<file path="config.mk">
export PLATFORM = sky130hd
export DESIGN_NAME = mul_share_arbiter
export DESIGN_NICKNAME = d
export VERILOG_FILES = /design/src/rtl/mul_share_arbiter.sv
export SDC_FILE = /design/constraint.sdc
export NUM_CORES = 1
export LEC_CHECK = 0
export ABC_AREA = 1
export CAP_MARGIN = 5
export CORE_MARGIN = 5
export CORE_UTILIZATION = 40
export DETAILED_ROUTE_END_ITERATION = 7
export GPL_TIMING_DRIVEN = 1
export PLACE_DENSITY_LB_ADDON = 0.15
export SLEW_MARGIN = 5
export SYNTH_ARGS = -nofsm -noshare
export SYNTH_HDL_FRONTEND = slang
export SYNTH_SLANG_ARGS = --single-unit
</file>
<file path="constraint.sdc">
create_clock -name clk -period 6.9 [get_ports clk]
set_input_delay 1.38 -clock clk [delete_from_list [all_inputs] [get_ports clk]]
set_output_delay 1.38 -clock clk [all_outputs]
set_load 0.005 [all_outputs]
</file>
<file path="src/rtl/mul_share_arbiter.sv">
// Round-robin front end that time-shares one external pipelined multiplier
// between NUM_REQ requesters and routes each product back by tag.
module mul_share_arbiter #(
  parameter int NUM_REQ      = 4,
  parameter int INPUT_WIDTH  = 16,
  parameter int OUTPUT_WIDTH = INPUT_WIDTH * 2,
  parameter int MUL_LATENCY  = 3,
  parameter int ID_W         = $clog2(NUM_REQ)
) (
  input  logic                           clk,
  input  logic                           reset,
  input  logic [NUM_REQ-1:0]             req_valid,
  output logic [NUM_REQ-1:0]             req_ready,
  input  logic [NUM_REQ*INPUT_WIDTH-1:0] req_a,
  input  logic [NUM_REQ*INPUT_WIDTH-1:0] req_b,
  output logic                           mul_en,
  output logic [INPUT_WIDTH-1:0]         mul_a,
  output logic [INPUT_WIDTH-1:0]         mul_b,
  input  logic [OUTPUT_WIDTH-1:0]        mul_data_in,
  output logic [NUM_REQ-1:0]             resp_valid,
  output logic [OUTPUT_WIDTH-1:0]        resp_data,
  output logic [ID_W+1:0]                inflight,
  input  logic                           enable
);

  logic [ID_W-1:0]         ptr_q, ptr_d;
  logic                    grant_vld;
  logic [ID_W-1:0]         grant_id;
  logic [MUL_LATENCY-1:0]  tag_vld_q;
  logic [ID_W-1:0]         tag_id_q [MUL_LATENCY];
  logic                    retire;
  logic [ID_W-1:0]         retire_id;
  logic [OUTPUT_WIDTH-1:0] resp_data_q;
  logic [ID_W+1:0]         inflight_q, inflight_d;

  // The multiplier free-runs; empty slots are tracked by the tag valid bits.
  assign mul_en = ~reset;

  // NOTE: every signal written in always_comb gets a default first, otherwise
  // a path that skips the assignment infers a latch.
  always_comb begin
    grant_vld = 1'b0;
    grant_id  = '0;
    for (int k = 0; k < NUM_REQ; k++) begin
      if (!grant_vld && enable && !reset &&
          req_valid[(int'(ptr_q) + k) % NUM_REQ]) begin
        grant_vld = 1'b1;
        grant_id  = ID_W'((int'(ptr_q) + k) % NUM_REQ);
      end
    end
  end

  always_comb begin
    req_ready = '0;
    mul_a     = '0;
    mul_b     = '0;
    ptr_d     = ptr_q;
    if (grant_vld) begin
      req_ready[grant_id] = 1'b1;
      mul_a = req_a[grant_id*INPUT_WIDTH +: INPUT_WIDTH];
      mul_b = req_b[grant_id*INPUT_WIDTH +: INPUT_WIDTH];
      ptr_d = (int'(grant_id) == NUM_REQ - 1) ? '0 : grant_id + 1'b1;
    end
  end

  assign retire    = tag_vld_q[MUL_LATENCY-1];
  assign retire_id = tag_id_q[MUL_LATENCY-1];

  always_comb begin
    resp_valid = '0;
    resp_data  = resp_data_q;
    if (retire) begin
      resp_valid[retire_id] = 1'b1;
      resp_data = mul_data_in;
    end
  end

  always_comb begin
    inflight_d = inflight_q;
    if (grant_vld && !retire)      inflight_d = inflight_q + 1'b1;
    else if (!grant_vld && retire) inflight_d = inflight_q - 1'b1;
  end

  assign inflight = inflight_q;

  // NOTE: sequential state uses non-blocking assignments so every register
  // samples the pre-edge values regardless of statement order.
  always_ff @(posedge clk or posedge reset) begin
    if (reset) begin
      ptr_q       <= '0;
      tag_vld_q   <= '0;
      resp_data_q <= '0;
      inflight_q  <= '0;
    end else begin
      ptr_q        <= ptr_d;
      tag_vld_q[0] <= grant_vld;
      for (int s = 1; s < MUL_LATENCY; s++) tag_vld_q[s] <= tag_vld_q[s-1];
      resp_data_q  <= resp_data;
      inflight_q   <= inflight_d;
    end
  end

  // NOTE: tag ids are payload qualified by the valid bits, so they are left
  // out of reset; clearing the valid bits alone discards in-flight work.
  always_ff @(posedge clk) begin
    tag_id_q[0] <= grant_id;
    for (int s = 1; s < MUL_LATENCY; s++) tag_id_q[s] <= tag_id_q[s-1];
  end

endmodule

</file>
Word level (Yosys, flattened, before mapping)
Memories as Yosys holds them, arrays and structs flattened.
Cells that the tools add are included.
{"block": "word_totals", "register_bits": 41, "mem_bits_rw": 6, "out_inout_bits": 77, "elab_cells": 82, "mem_count": 1}
{"block": "classes", "n_addsub": 6, "n_lt_le_gt_ge": 8, "eq_ne": 1, "n_shift": 2, "n_mux": 31, "bitwise_logic": 4, "reduce_logical": 25}
{"memory": "tag_id_q", "depth": 3, "word_bits": 2, "read_ports": 3, "rd_ports_with_merged_regs": 0, "wr": 3, "line_no": "30", "text": "logic [ID_W-1:0] tag_id_q [MUL_LATENCY];"}
{"op": "variable part select 64 x 7 -> 16 bit", "count": 2}
{"op": "two-way mux 16 bit", "count": 2}
{"op": "two-way mux 32 bit", "count": 1}
{"op": "two-way mux 4 bit", "count": 4}
{"op": "logical AND 1 bit", "count": 15}
{"op": "two-way mux 1 bit", "count": 13}
{"op": "< comparator 3 x 4 -> 1 bit, second input constant", "count": 3}
{"op": "two-way mux 2 bit", "count": 5}
{"op": "< comparator 2 x 3 -> 1 bit, second input constant", "count": 3}
{"op": "binary-select mux 1 bit (select 2 bit)", "count": 4}
{"op": "zero test 1 bit", "count": 6}
{"op": "OR reduction 2 bit", "count": 3}
{"op": "adder 2 x 1 -> 2 bit, second input constant", "count": 2}
{"op": "adder 2 bit, second input constant", "count": 2}
{"op": "adder 4 x 1 -> 4 bit, second input constant", "count": 1}
{"op": "demux 1 bit (select 2 bit)", "count": 2}
{"op": ">= comparator 2 x 1 -> 1 bit, second input constant", "count": 2}
{"op": "subtractor 4 x 1 -> 4 bit, second input constant", "count": 1}
{"op": "bitwise AND 1 bit, first input constant", "count": 3}
{"op": "equality test 2 x 1 -> 1 bit, second input constant", "count": 1}
{"op": "nonzero test 2 bit", "count": 1}
{"op": "inverter 1 bit", "count": 1}

Depth between registers and ports, before layout
Gate-level depths: netlist of the first run.
{"block": "logic_depth", "ltp_word": 24, "mapped_depth": 22, "mapped_depth_nobuf": 20}

Worst setup path after synthesis of the first run
Ideal clock, no wire load.
{"block": "synth_timing", "kind": "input -> output", "from": "input port enable", "to": "output port req_ready[3]", "arrival_time_ns": 2.700, "t_required_ns": 5.520, "slack_ns": 2.820, "path_stages": 13, "path_cell_list": "inv_1 > nor2_1 > nand2_1 > nor2_2 > nand3_1 > nand2_1 > nand2_1 > buf_6 > buf_6 > inv_1 > ha_1 > inv_1 > nor2_1"}
{"block": "synth_between", "elab_chain_len": 23, "elab_cells_between_ends": 28, "cone_classes": "order compare: 2; mux: 11; reduce/logical: 15"}
{"item": "start: declaration", "line_no": "23", "text": "input logic enable"}
{"item": "logical AND 1 bit (2 in a row)", "line_no": "45", "text": "if (!grant_vld && enable && !reset &&"}
{"item": "two-way mux 1 bit", "line_no": "45"}
{"item": "zero test 1 bit", "line_no": "45"}
{"item": "logical AND 1 bit (3 in a row)", "line_no": "45"}
{"item": "two-way mux 1 bit", "line_no": "45"}
{"item": "zero test 1 bit", "line_no": "45"}
{"item": "logical AND 1 bit (3 in a row)", "line_no": "45"}
{"item": "two-way mux 1 bit", "line_no": "45"}
{"item": "zero test 1 bit", "line_no": "45"}
{"item": "logical AND 1 bit (3 in a row)", "line_no": "45"}
{"item": "two-way mux 2 bit (*)", "line_no": "45"}
{"item": "via grant_id[0]", "line_no": "28", "text": "logic [ID_W-1:0] grant_id;"}
{"item": "< comparator 2 x 3 -> 1 bit (not written as such) / >= comparator 2 x 1 -> 1 bit (equally long branches)", "line_no": "59", "text": "req_ready[grant_id] = 1'b1;"}
{"item": "logical AND 1 bit (not written as such)", "line_no": "59"}
{"item": "two-way mux 1 bit (not written as such)", "line_no": "59"}
{"item": "demux 1 bit (select 2 bit) (*)", "line_no": "59"}
{"item": "two-way mux 4 bit (*)", "line_no": "58", "text": "if (grant_vld) begin"}
{"item": "end: declaration", "line_no": "13", "text": "output logic [NUM_REQ-1:0] req_ready,"}
The timed path passes the listed nets; every way through them passes the cells marked *.

Worst setup path after layout of the first run
{"block": "layout_timing", "from": "input port enable", "to": "output port mul_a[8]"}
{"block": "layout_between", "elab_chain_len": 20, "elab_cells_between_ends": 24, "cone_classes": "shift: 1; mux: 9; reduce/logical: 14"}
{"item": "logical AND 1 bit (2 in a row)", "line_no": "45"}
{"item": "two-way mux 1 bit", "line_no": "45"}
{"item": "zero test 1 bit", "line_no": "45"}
{"item": "logical AND 1 bit (3 in a row)", "line_no": "45"}
{"item": "two-way mux 1 bit", "line_no": "45"}
{"item": "zero test 1 bit", "line_no": "45"}
{"item": "logical AND 1 bit (3 in a row)", "line_no": "45"}
{"item": "two-way mux 1 bit", "line_no": "45"}
{"item": "zero test 1 bit", "line_no": "45"}
{"item": "logical AND 1 bit (3 in a row)", "line_no": "45"}
{"item": "two-way mux 2 bit", "line_no": "45"}
{"item": "variable part select 64 x 7 -> 16 bit", "line_no": "60", "text": "mul_a = req_a[grant_id*INPUT_WIDTH +: INPUT_WIDTH];"}
{"item": "two-way mux 16 bit (*)", "line_no": "58"}
{"item": "end: declaration", "line_no": "17", "text": "output logic [INPUT_WIDTH-1:0] mul_a,"}
Every way passes the cells marked *; elsewhere a longest branch is shown, timed or not.

==> results of run 1 <==
==> placed cells by master (no fill, tap or decap), types with 2 or more instances in the layout <==
master / Yosys / routed
nand2_2: 3 / 6
clkdlybuf4s50_1: 0 / 243
inv_2: 4 / 4
nor2_2: 1 / 2
nand2_1: 277 / 274
o21ai_1: 2 / 2
a21oi_1: 35 / 35
nand3_1: 105 / 105
ha_1: 7 / 7
o21ai_0: 3 / 3
xnor2_1: 2 / 2
nor2_1: 11 / 10
buf_4: 8 / 7
dfrtp_1: 41 / 41
inv_1: 83 / 83
dfxtp_1: 6 / 6
nor3_1: 4 / 4
clkbuf_8: 0 / 6
==> state kept, by name, indices dropped and copies added (netlist names) <==
signal and count:
resp_data_q 32, ptr_q 2, tag_id_q 6, inflight 4, tag_vld_q 3
==> logic make-up after synthesis <==
family          share of synthesized area
fa+ha+maj                          0.0289
buf+inv                             0.154
xor+xnor                          0.00707
compound gates                     0.0559
flops                               0.308
simple gates                        0.446
==> metal layers <==
metal  part of all wire  wire [µm]  global-route usage  vias to the layer above
met5                  0          0                   0                        -
met4              0.048        652               0.127                        0
met3               0.10       1430              0.0893                       43
met2               0.47       6440               0.395                      204
met1               0.38       5120               0.258                     2035
li1                   -          -                   -                     2360
==> critical path: stages <==
cell and delay [ns]:
clkdlybuf4s50_1 0.45, inv_1 0.04, nor2_1 0.30, nand2_1 0.14, nor2_2 0.15, nand3_1 0.10
nand2_2 0.09, nand2_2 0.37, buf_4 0.36, nand2_1 0.08, nand3_1 0.07, a21oi_1 0.19
clkdlybuf4s50_1 0.55
==> cell type report <==
type | count | area share
flip-flops and latches | 47 | 0.185
clock buffers | 6 | 0.0133
clock inverters | 2 | 0.00262
repair buffers | 250 | 0.400
multi-input cells | 454 | 0.324
inverters | 87 | 0.0526
well taps | 111 | 0.0224
==> how the worst max path moves through the flow <==
| stage | startpoint | to | slack [ns] |
|---|---|---|---|
| after floorplan | enable | req_ready[3] | 2.82 |
| after global placement | req_valid[2] | mul_b[6] | 1.34 |
| after detailed placement | enable | mul_a[8] | 1.25 |
| after CTS | req_valid[2] | mul_b[6] | 1.23 |
| after global routing | req_valid[2] | mul_b[6] | 0.90 |
| final | enable | mul_a[8] | 1.24 |
==> power by group through the flow <==
stage / sequential [mW] / clock (mW) / combinational [mW]
finish: 0.494 / 0.171 / 1.69
global route: 0.513 / 0.191 / 1.89
CTS: 0.494 / 0.177 / 1.71
detailed placement: 0.500 / 0 / 1.70
global placement: 0.497 / 0 / 1.67
floorplan: 0.454 / 0 / 1.04
==> per-stage QoR <==
step / instance area [µm²] / instances / setup slack [ns] / total power, mW / hold WS (ns)
2_1_floorplan: 3720 / 629 / 2.82 / 1.49 / 0.310
3_3_place_gp: 6110 / 949 / 1.34 / 2.16 / 0.312
3_5_place_dp: 6110 / 949 / 1.25 / 2.20 / 0.312
4_1_cts: 6200 / 957 / 1.23 / 2.38 / 0.331
5_1_grt: 6200 / 957 / 0.896 / 2.60 / 0.351
6_report: 6200 / 957 / 1.24 / 2.36 / 0.330
==> results.py, run 1 <==
metrics = {
    "status": {
        "outcome": "finished clean",
    },
    "timing": {
        "slew_headroom": 0.349,
        "max_freq_mhz": 177,
        "fin_tns_setup_ns": 0,
        "hold_viol_final": 0,
        "max_slew.worst_pin.slew_ns": 0.977,
        "fin_crit_sh": 0.820,
        "grt_setup_unrepaired": "no",
        "slew_viol_final": 0,
        "period_minus_slack_ns": 5.66,
        "skew_ns": 0.00587,
        "finalSetupViolations": 0,
    },
    "yosys": {
        "netlist_area_mm2": 0.00372,
        "synth_area_per_cell_um2": 5.91,
        "asyncSetResetFlopFracSynth": 0.872,
        "syn-num-nets": 804,
        "synth_ff_type": "dfrtp_1",
        "synth_area_leader_cell": "nand2_1",
        "synth_seq_cells": 47,
        "ys_types": 24,
        "yosys_warnings": 0,
        "synth_commonest_cells": "nand2_1 (277), nand3_1 (105), inv_1 (83)",
        "synth_edf_count": 0,
        "synth_area_leaders": "nand2_1 (28%), dfrtp_1 (28%), nand3_1 (14%)",
        "yosysTopAreaCellShare": 0.280,
        "synthCells": 629,
        "synth_seq_area_share": 0.308,
        "yosysMostFrequentCell": "nand2_1",
    },
    "die": {
        "ios": 244,
        "initial_utilization": 0.406,
        "die_y_um": 106,
        "die_area_mm2": 0.0113,
        "die-width_um": 106,
        "coreArea_mm2": 0.00915,
        "rows": 35,
    },
    "run": {
        "drv_cap": 0,
    },
    "route": {
        "viasPerCell": 4.85,
        "detail-route-antenna-nets": 0,
        "drtIter0Drc": 129,
        "vias": 4642,
        "drtPass1Iterations": 4,
        "drc": 0,
        "wirelength_mm": 13.6,
        "avgRoutedWirePerCell_um": 14.3,
    },
    "place": {
        "portBuffers": 243,
        "place.gp.congestion": 0.963,
        "place_hpwl_mm": 10.6,
    },
    "setup_path": {
        "worstSetupPathType": "input port to output port",
        "cp.required_ns": 5.52,
        "critical_path_peak_fanout": 35,
        "rr_startpoint": "ptr_q[0]",
        "reg2reg_to": "inflight[3]",
        "worstPathArrival_ns": 4.28,
        "cp-start-kind": "input port",
        "rr_worst_depth": 21,
        "reg2reg_slack_ns": 3.31,
        "end_kind": "output port",
    },
    "cells_and_area": {
        "multi_input_area_mm2": 0.00201,
        "seq_area_mm2": 0.00115,
        "fin_nets": 1020,
        "layout-drive-gt1-share": 0.0319,
        "fill_cells": 814,
        "n_antenna_cell": 0,
        "syn_to_final_growth_pct": 66.9,
        "final_util": 0.678,
    },
    "min_path": {
        "hold_class": "flop to flop",
        "hold_end": "tag_id_q[0][3]",
        "hold-path-cell-count": 0,
        "hp-start": "tag_id_q[0][1]",
    },
    "pwr": {
        "internal_power_mw": 1.28,
        "pwr-share-seq": 0.209,
        "p_leak_nw": 3.15,
        "cellPowerDensity_mw_per_mm2": 380,
        "switchingPower_mw": 1.08,
        "combPwrFrac": 0.718,
        "pwr-share-clk": 0.073,
        "peakVddDrop_mv": 0.182,
        "switching_share": 0.459,
    },
    "clocking": {
        "cts_tree": "built",
        "cts_resized": 0,
        "cts.clk_slew.worst_paths_ns": 0.08,
        "numCtsBuffers": 5,
        "cts_sinks": 47,
        "postCtsHoldBufs": 0,
        "clockBufferDepth": 2,
        "htreeDepth": 2,
        "post-cts-setup-buffers": 0,
        "clk_latency_ns": 0.30,
        "cts-root-buf": "clkbuf_8",
    },
    "grt": {
        "antenna_found_initial": 0,
        "grt_first_pass_wirelength_mm": 21.8,
        "grt_max_degree": 65,
        "grt_overflow_total": 0,
        "grt_pass1_vias": 4574,
        "grt_use_total": 0.236,
    },
}
Note: power is estimated with default switching activity, not from simulation.
==> inputs of run 2 (changes only) <==
--- a/config.mk
+++ b/config.mk
@@ -8,7 +8,7 @@
 export ABC_AREA = 1
 export CAP_MARGIN = 5
 export CORE_MARGIN = 5
-export CORE_UTILIZATION = 40
+export CORE_UTILIZATION = 37
 export DETAILED_ROUTE_END_ITERATION = 7
 export GPL_TIMING_DRIVEN = 1
 export PLACE_DENSITY_LB_ADDON = 0.15
==> constraint.sdc (replaced) <==
create_clock -name clk -period 5.8 [get_ports clk]
set_input_delay 1.16 -clock clk [delete_from_list [all_inputs] [get_ports clk]]
set_output_delay 1.16 -clock clk [all_outputs]
set_load 0.005 [all_outputs]
==> run 2 against run 1 <==
Global-route usage fell by 1.3 points. Power rose by 21%. Largest cell class unchanged. Critical endpoint is now mul_a[15]. First-iteration DRC count rose by 57%.
==> results.py, run 2 (synthesis results as in run 1) <==
metrics = {
    "place": {
        "portBuffers": 243,
        "place_hpwl_mm": 11.0,
        "place.gp.congestion": 1.01,
    },
    "pwr": {
        "cellPowerDensity_mw_per_mm2": 456,
        "internal_power_mw": 1.56,
        "switching_share": 0.454,
        "switchingPower_mw": 1.29,
        "combPwrFrac": 0.711,
        "pwr-share-clk": 0.081,
        "pwr-share-seq": 0.207,
        "power_mw": 2.85,
        "peakVddDrop_mv": 0.260,
        "p_leak_nw": 3.16,
    },
    "grt": {
        "grt_max_degree": 65,
        "grt_pass1_vias": 4586,
        "grt_use_total": 0.223,
        "grt_overflow_total": 0,
        "antenna_found_initial": 0,
        "grt_first_pass_wirelength_mm": 21.7,
    },
    "min_path": {
        "hold_class": "flop to flop",
        "hold-path-cell-count": 0,
    },
    "cells_and_area": {
        "syn_to_final_growth_pct": 68.4,
        "final_util": 0.640,
        "layout-drive-gt1-share": 0.0319,
        "top_register": "resp_data_q",
        "final_cell_mix": "nand2_1 (274), clkdlybuf4s50_1 (243), nand3_1 (105)",
        "n_antenna_cell": 0,
        "fin_nets": 1020,
        "final_common_cell": "nand2_1",
        "largest_register_ffs": 32,
    },
    "setup_path": {
        "cp.required_ns": 4.64,
        "rr_worst_depth": 21,
        "worstSetupPathType": "input port to output port",
        "cp_cell_sequence": "clkdlybuf4s50_1, inv_1, nor2_1, nand2_1, nor2_2, nand3_1, nand2_2, buf_4, nand3_1, nand2_1, nand2_1, a21oi_1, clkdlybuf4s50_1",
        "slowest_stage": "clkdlybuf4s50_1",
        "reg2reg_slack_ns": 2.32,
        "crit_family": "buffers and inverters",
        "cp_slowest_stage_delay_ns": 0.55,
        "end_kind": "output port",
        "worst-path-buf-inv": 4,
        "cp.depth": 13,
        "cp-start-kind": "input port",
        "worstPathArrival_ns": 4.02,
        "cpMostUsedCell": "nand2_1",
        "critical_path_peak_fanout": 64,
    },
    "run": {
        "drv_cap": 0,
    },
    "route": {
        "drtIter0Drc": 202,
        "drc": 0,
        "detail-route-antenna-nets": 0,
        "avgRoutedWirePerCell_um": 14.3,
        "drtPass1Iterations": 4,
        "wirelength_mm": 14.0,
        "vias": 4634,
        "viasPerCell": 4.73,
    },
    "timing": {
        "period_minus_slack_ns": 5.18,
        "max_freq_mhz": 193,
        "grt_setup_unrepaired": "no",
        "skew_ns": 0.00630,
        "slew_viol_final": 0,
        "fin_tns_setup_ns": 0,
        "max_slew.worst_pin.slew_ns": 0.990,
        "hold_viol_final": 0,
        "fin_crit_sh": 0.893,
        "slew_headroom": 0.340,
        "finalSetupViolations": 0,
    },
    "clocking": {
        "cts_resized": 0,
        "cts_tree": "built",
        "cts-root-buf": "clkbuf_8",
        "clockBufferDepth": 2,
        "post-cts-setup-buffers": 0,
        "cts.clk_slew.worst_paths_ns": 0.08,
        "htreeDepth": 2,
        "numCtsBuffers": 5,
        "cts_sinks": 47,
        "postCtsHoldBufs": 0,
        "clk_latency_ns": 0.29,
    },
    "die": {
        "die_area_mm2": 0.0122,
        "rows": 36,
        "die_y_um": 110,
        "initial_utilization": 0.380,
        "coreArea_mm2": 0.00977,
        "die-width_um": 110,
        "ios": 244,
    },
    "status": {
        "outcome": "finished clean",
    },
}
-- run 2: cell types whose count changed in the layout (fill, tap and decap cells not counted), sizes merged --
cell      delta
bufinv       +1
clkbuf       -1
clkinv       +1
clkinvlp     -1
-- run 2: layer usage --
| metal | share of wire | global-route usage | up-vias |
|---|---|---|---|
| met5 | 0 | 0 | - |
| met4 | 0.033 | 0.0836 | 0 |
| met3 | 0.10 | 0.0763 | 30 |
| met2 | 0.50 | 0.387 | 193 |
| met1 | 0.36 | 0.253 | 2052 |
| li1 | - | - | 2359 |
-- run 2: final cells by class --
type | instances | area [µm²]
well taps | 133 | 166
repair buffers | 250 | 2500
multi-input cells | 454 | 2010
inverters | 87 | 327
flip-flops and latches | 47 | 1150
fillers | 911 | 3520
clock buffers | 5 | 68.8
clock inverters | 3 | 43.8
-- run 2: final timing paths --
path                                start         endpoint
min in group asynchronous           reset      inflight[1]
hold reg to reg            tag_id_q[0][3]   tag_id_q[0][5]
hold / removal             tag_id_q[0][3]   tag_id_q[0][5]
setup / recovery                   enable        mul_a[15]
setup reg to reg                 ptr_q[0]      inflight[3]
max in group asynchronous           reset  resp_data_q[20]
-- run 2: through the flow --
stage	std cells	worst slack, ns	hold WS [ns]	area (µm²)
final	979	0.621	0.330	6260
after global routing	979	0.351	0.340	6260
after CTS	979	0.617	0.333	6260
after detailed placement	971	0.633	0.314	6150
after global placement	971	0.736	0.310	6150
after floorplan	629	2.16	0.310	3720
-- run 2: worst reg2reg max path: cells and delay by family, from the launching register on --
kind	cells	cell delay (ns)
flip-flops	1	0.62
XOR/XNOR	1	0.13
buffers and inverters	5	0.94
adder cells (fa/ha/maj)	2	0.51
AND/OR/NAND/NOR	11	0.84
AO/OA/AOI/OAI	2	0.32
-- run 2: power groups by stage --
| stage | clock, mW | sequential, mW | combinational, mW |
|---|---|---|---|
| floorplan | 0 | 0.540 | 1.23 |
| global placement | 0 | 0.592 | 2.00 |
| detailed placement | 0 | 0.600 | 2.04 |
| CTS | 0.240 | 0.594 | 2.05 |
| global route | 0.255 | 0.614 | 2.28 |
| finish | 0.232 | 0.592 | 2.03 |
==> inputs of run 3 (changes only) <==
--- a/config.mk
+++ b/config.mk
@@ -9,9 +9,10 @@
 export CAP_MARGIN = 5
 export CORE_MARGIN = 5
 export CORE_UTILIZATION = 37
+export CTS_CLUSTER_DIAMETER = 40
 export DETAILED_ROUTE_END_ITERATION = 7
 export GPL_TIMING_DRIVEN = 1
-export PLACE_DENSITY_LB_ADDON = 0.15
+export PLACE_DENSITY = 0.82
 export SLEW_MARGIN = 5
 export SYNTH_ARGS = -nofsm -noshare
 export SYNTH_HDL_FRONTEND = slang
==> run 3 against run 2 <==
Sequential share of layout area grew 0.077 points. Die area is the same. Critical endpoint is now mul_b[5]. Critical path depth did not move. Maximum frequency is 0.61% lower. Combinational power barely moved. Cell area shrank 0.42%. Global-route usage is 0.68 points lower. Setup slack lost 0.032 ns. Count of clock-buffer cells in the layout unchanged. Wire length shrank 1.0%. Sequential cell count unchanged. Sequential power about the same. Largest power group unchanged.
==> results.py, run 3 (synthesis results as in run 1) <==
metrics = {
    "route": {
        "wirelength_mm": 13.9,
        "drtPass1Iterations": 4,
        "drc": 0,
        "viasPerCell": 4.79,
        "avgRoutedWirePerCell_um": 14.2,
        "drtIter0Drc": 269,
        "vias": 4687,
        "detail-route-antenna-nets": 0,
    },
    "grt": {
        "grt_first_pass_wirelength_mm": 21.0,
        "antenna_found_initial": 0,
        "grt_use_total": 0.216,
        "grt_overflow_total": 0,
        "grt_pass1_vias": 4430,
        "grt_max_degree": 65,
    },
    "timing": {
        "max_slew.worst_pin.slew_ns": 1.02,
        "fin_tns_setup_ns": 0,
        "fin_crit_sh": 0.898,
        "worst_hold_slack_ns": 0.333,
        "finalSetupViolations": 0,
        "slew_viol_final": 0,
        "hold_viol_final": 0,
        "skew_ns": 0.00512,
        "max_freq_mhz": 192,
        "slew_headroom": 0.321,
        "period_minus_slack_ns": 5.21,
        "grt_setup_unrepaired": "no",
    },
    "clocking": {
        "post-cts-setup-buffers": 0,
        "cts-root-buf": "clkbuf_8",
        "cts.clk_slew.worst_paths_ns": 0.08,
        "cts_tree": "built",
        "numCtsBuffers": 5,
        "postCtsHoldBufs": 0,
        "clk_latency_ns": 0.30,
        "htreeDepth": 2,
        "cts_sinks": 47,
        "clockBufferDepth": 2,
        "cts_resized": 0,
    },
    "die": {
        "die_y_um": 110,
        "rows": 36,
        "die-width_um": 110,
        "ios": 244,
        "initial_utilization": 0.380,
        "coreArea_mm2": 0.00977,
        "die_area_mm2": 0.0122,
    },
    "place": {
        "place.gp.congestion": 0.911,
        "place_hpwl_mm": 11.1,
        "portBuffers": 243,
        "placedCellCount": 970,
    },
    "cells_and_area": {
        "syn_to_final_growth_pct": 67.7,
        "final_common_cell": "nand2_1",
        "fin_nets": 1019,
        "multi_input_area_mm2": 0.00201,
        "final_cell_mix": "nand2_1 (274), clkdlybuf4s50_1 (243), nand3_1 (105)",
        "largest_register_ffs": 32,
        "final_cells": 978,
        "seq_area_mm2": 0.00115,
        "n_antenna_cell": 0,
        "fill_cells": 842,
        "layout-drive-gt1-share": 0.0308,
        "top_register": "resp_data_q",
    },
    "min_path": {
        "hold_class": "flop to flop",
    },
    "setup_path": {
        "cp.required_ns": 4.64,
        "worstPathArrival_ns": 4.05,
        "worstSetupPathType": "input port to output port",
        "end_kind": "output port",
        "cp-start-kind": "input port",
        "critical_path_peak_fanout": 64,
    },
    "pwr": {
        "cellPowerDensity_mw_per_mm2": 450,
        "peakVddDrop_mv": 0.214,
        "power_mw": 2.81,
        "p_leak_nw": 3.14,
    },
    "run": {
        "drv_cap": 0,
    },
    "status": {
        "outcome": "finished clean",
    },
}
run 3: changes by cell type in the layout (fill, tap and decap cells not counted), sizes merged:
cell | previous run | this run
buf | 7 | 6
bufinv | 1 | 0
clkinv | 2 | 1
clkinvlp | 0 | 2
run 3: worst max-delay path: stages:
cell and delay, ns:
clkdlybuf4s50_1 0.45, inv_1 0.03, nor2_1 0.27, nand2_1 0.12, nor2_2 0.22, nand3_1 0.12, nand2_2 0.10, buf_4 0.49
nand3_1 0.17, nand2_1 0.11, nand2_1 0.05, a21oi_1 0.18, clkdlybuf4s50_1 0.55
run 3: worst paths after layout:
check | start | endpoint | cells after the start | slack [ns]
min in group asynchronous | reset | resp_data_q[5] | 3 | 1.32
worst max register to register | ptr_q[0] | inflight[3] | 20 | 2.46
worst min-delay path | tag_id_q[0][3] | tag_id_q[0][5] | 0 | 0.33
max in group asynchronous | reset | resp_data_q[11] | 3 | 4.12
worst min register to register | tag_id_q[0][3] | tag_id_q[0][5] | 0 | 0.33
worst max-delay path | enable | mul_b[5] | 13 | 0.59
run 3: per-stage QoR:
| stage | area, µm² | worst slack [ns] | util |
|---|---|---|---|
| final | 6230 | 0.589 | 0.638 |
| after global routing | 6230 | 0.316 | 0.638 |
| after CTS | 6230 | 0.600 | 0.638 |
| after detailed placement | 6140 | 0.617 | 0.629 |
| after global placement | 6140 | 0.773 | 0.629 |
| after floorplan | 3720 | 2.16 | - |
run 3: final cells by class:
cell class	count	share of cell area
repair buffers	249	0.400
multi-input cells	454	0.323
flip-flops and latches	47	0.184
inverters	87	0.0524
well taps	133	0.0267
clock buffers	5	0.0110
clock inverters	3	0.00321
run 3: metal layers:
layer	vias up	track usage	part of all wire
met3	27	0.0815	0.12
met4	0	0.0783	0.027
met5	-	0	0
met1	2082	0.235	0.36
met2	225	0.383	0.49
li1	2353	-	-
run 3: power breakdown:
| part | switching [mW] | internal [mW] |
|---|---|---|
| clock | 0.107 | 0.0838 |
| sequential | 0.105 | 0.487 |
| combinational | 1.08 | 0.940 |
| total | 1.29 | 1.51 |
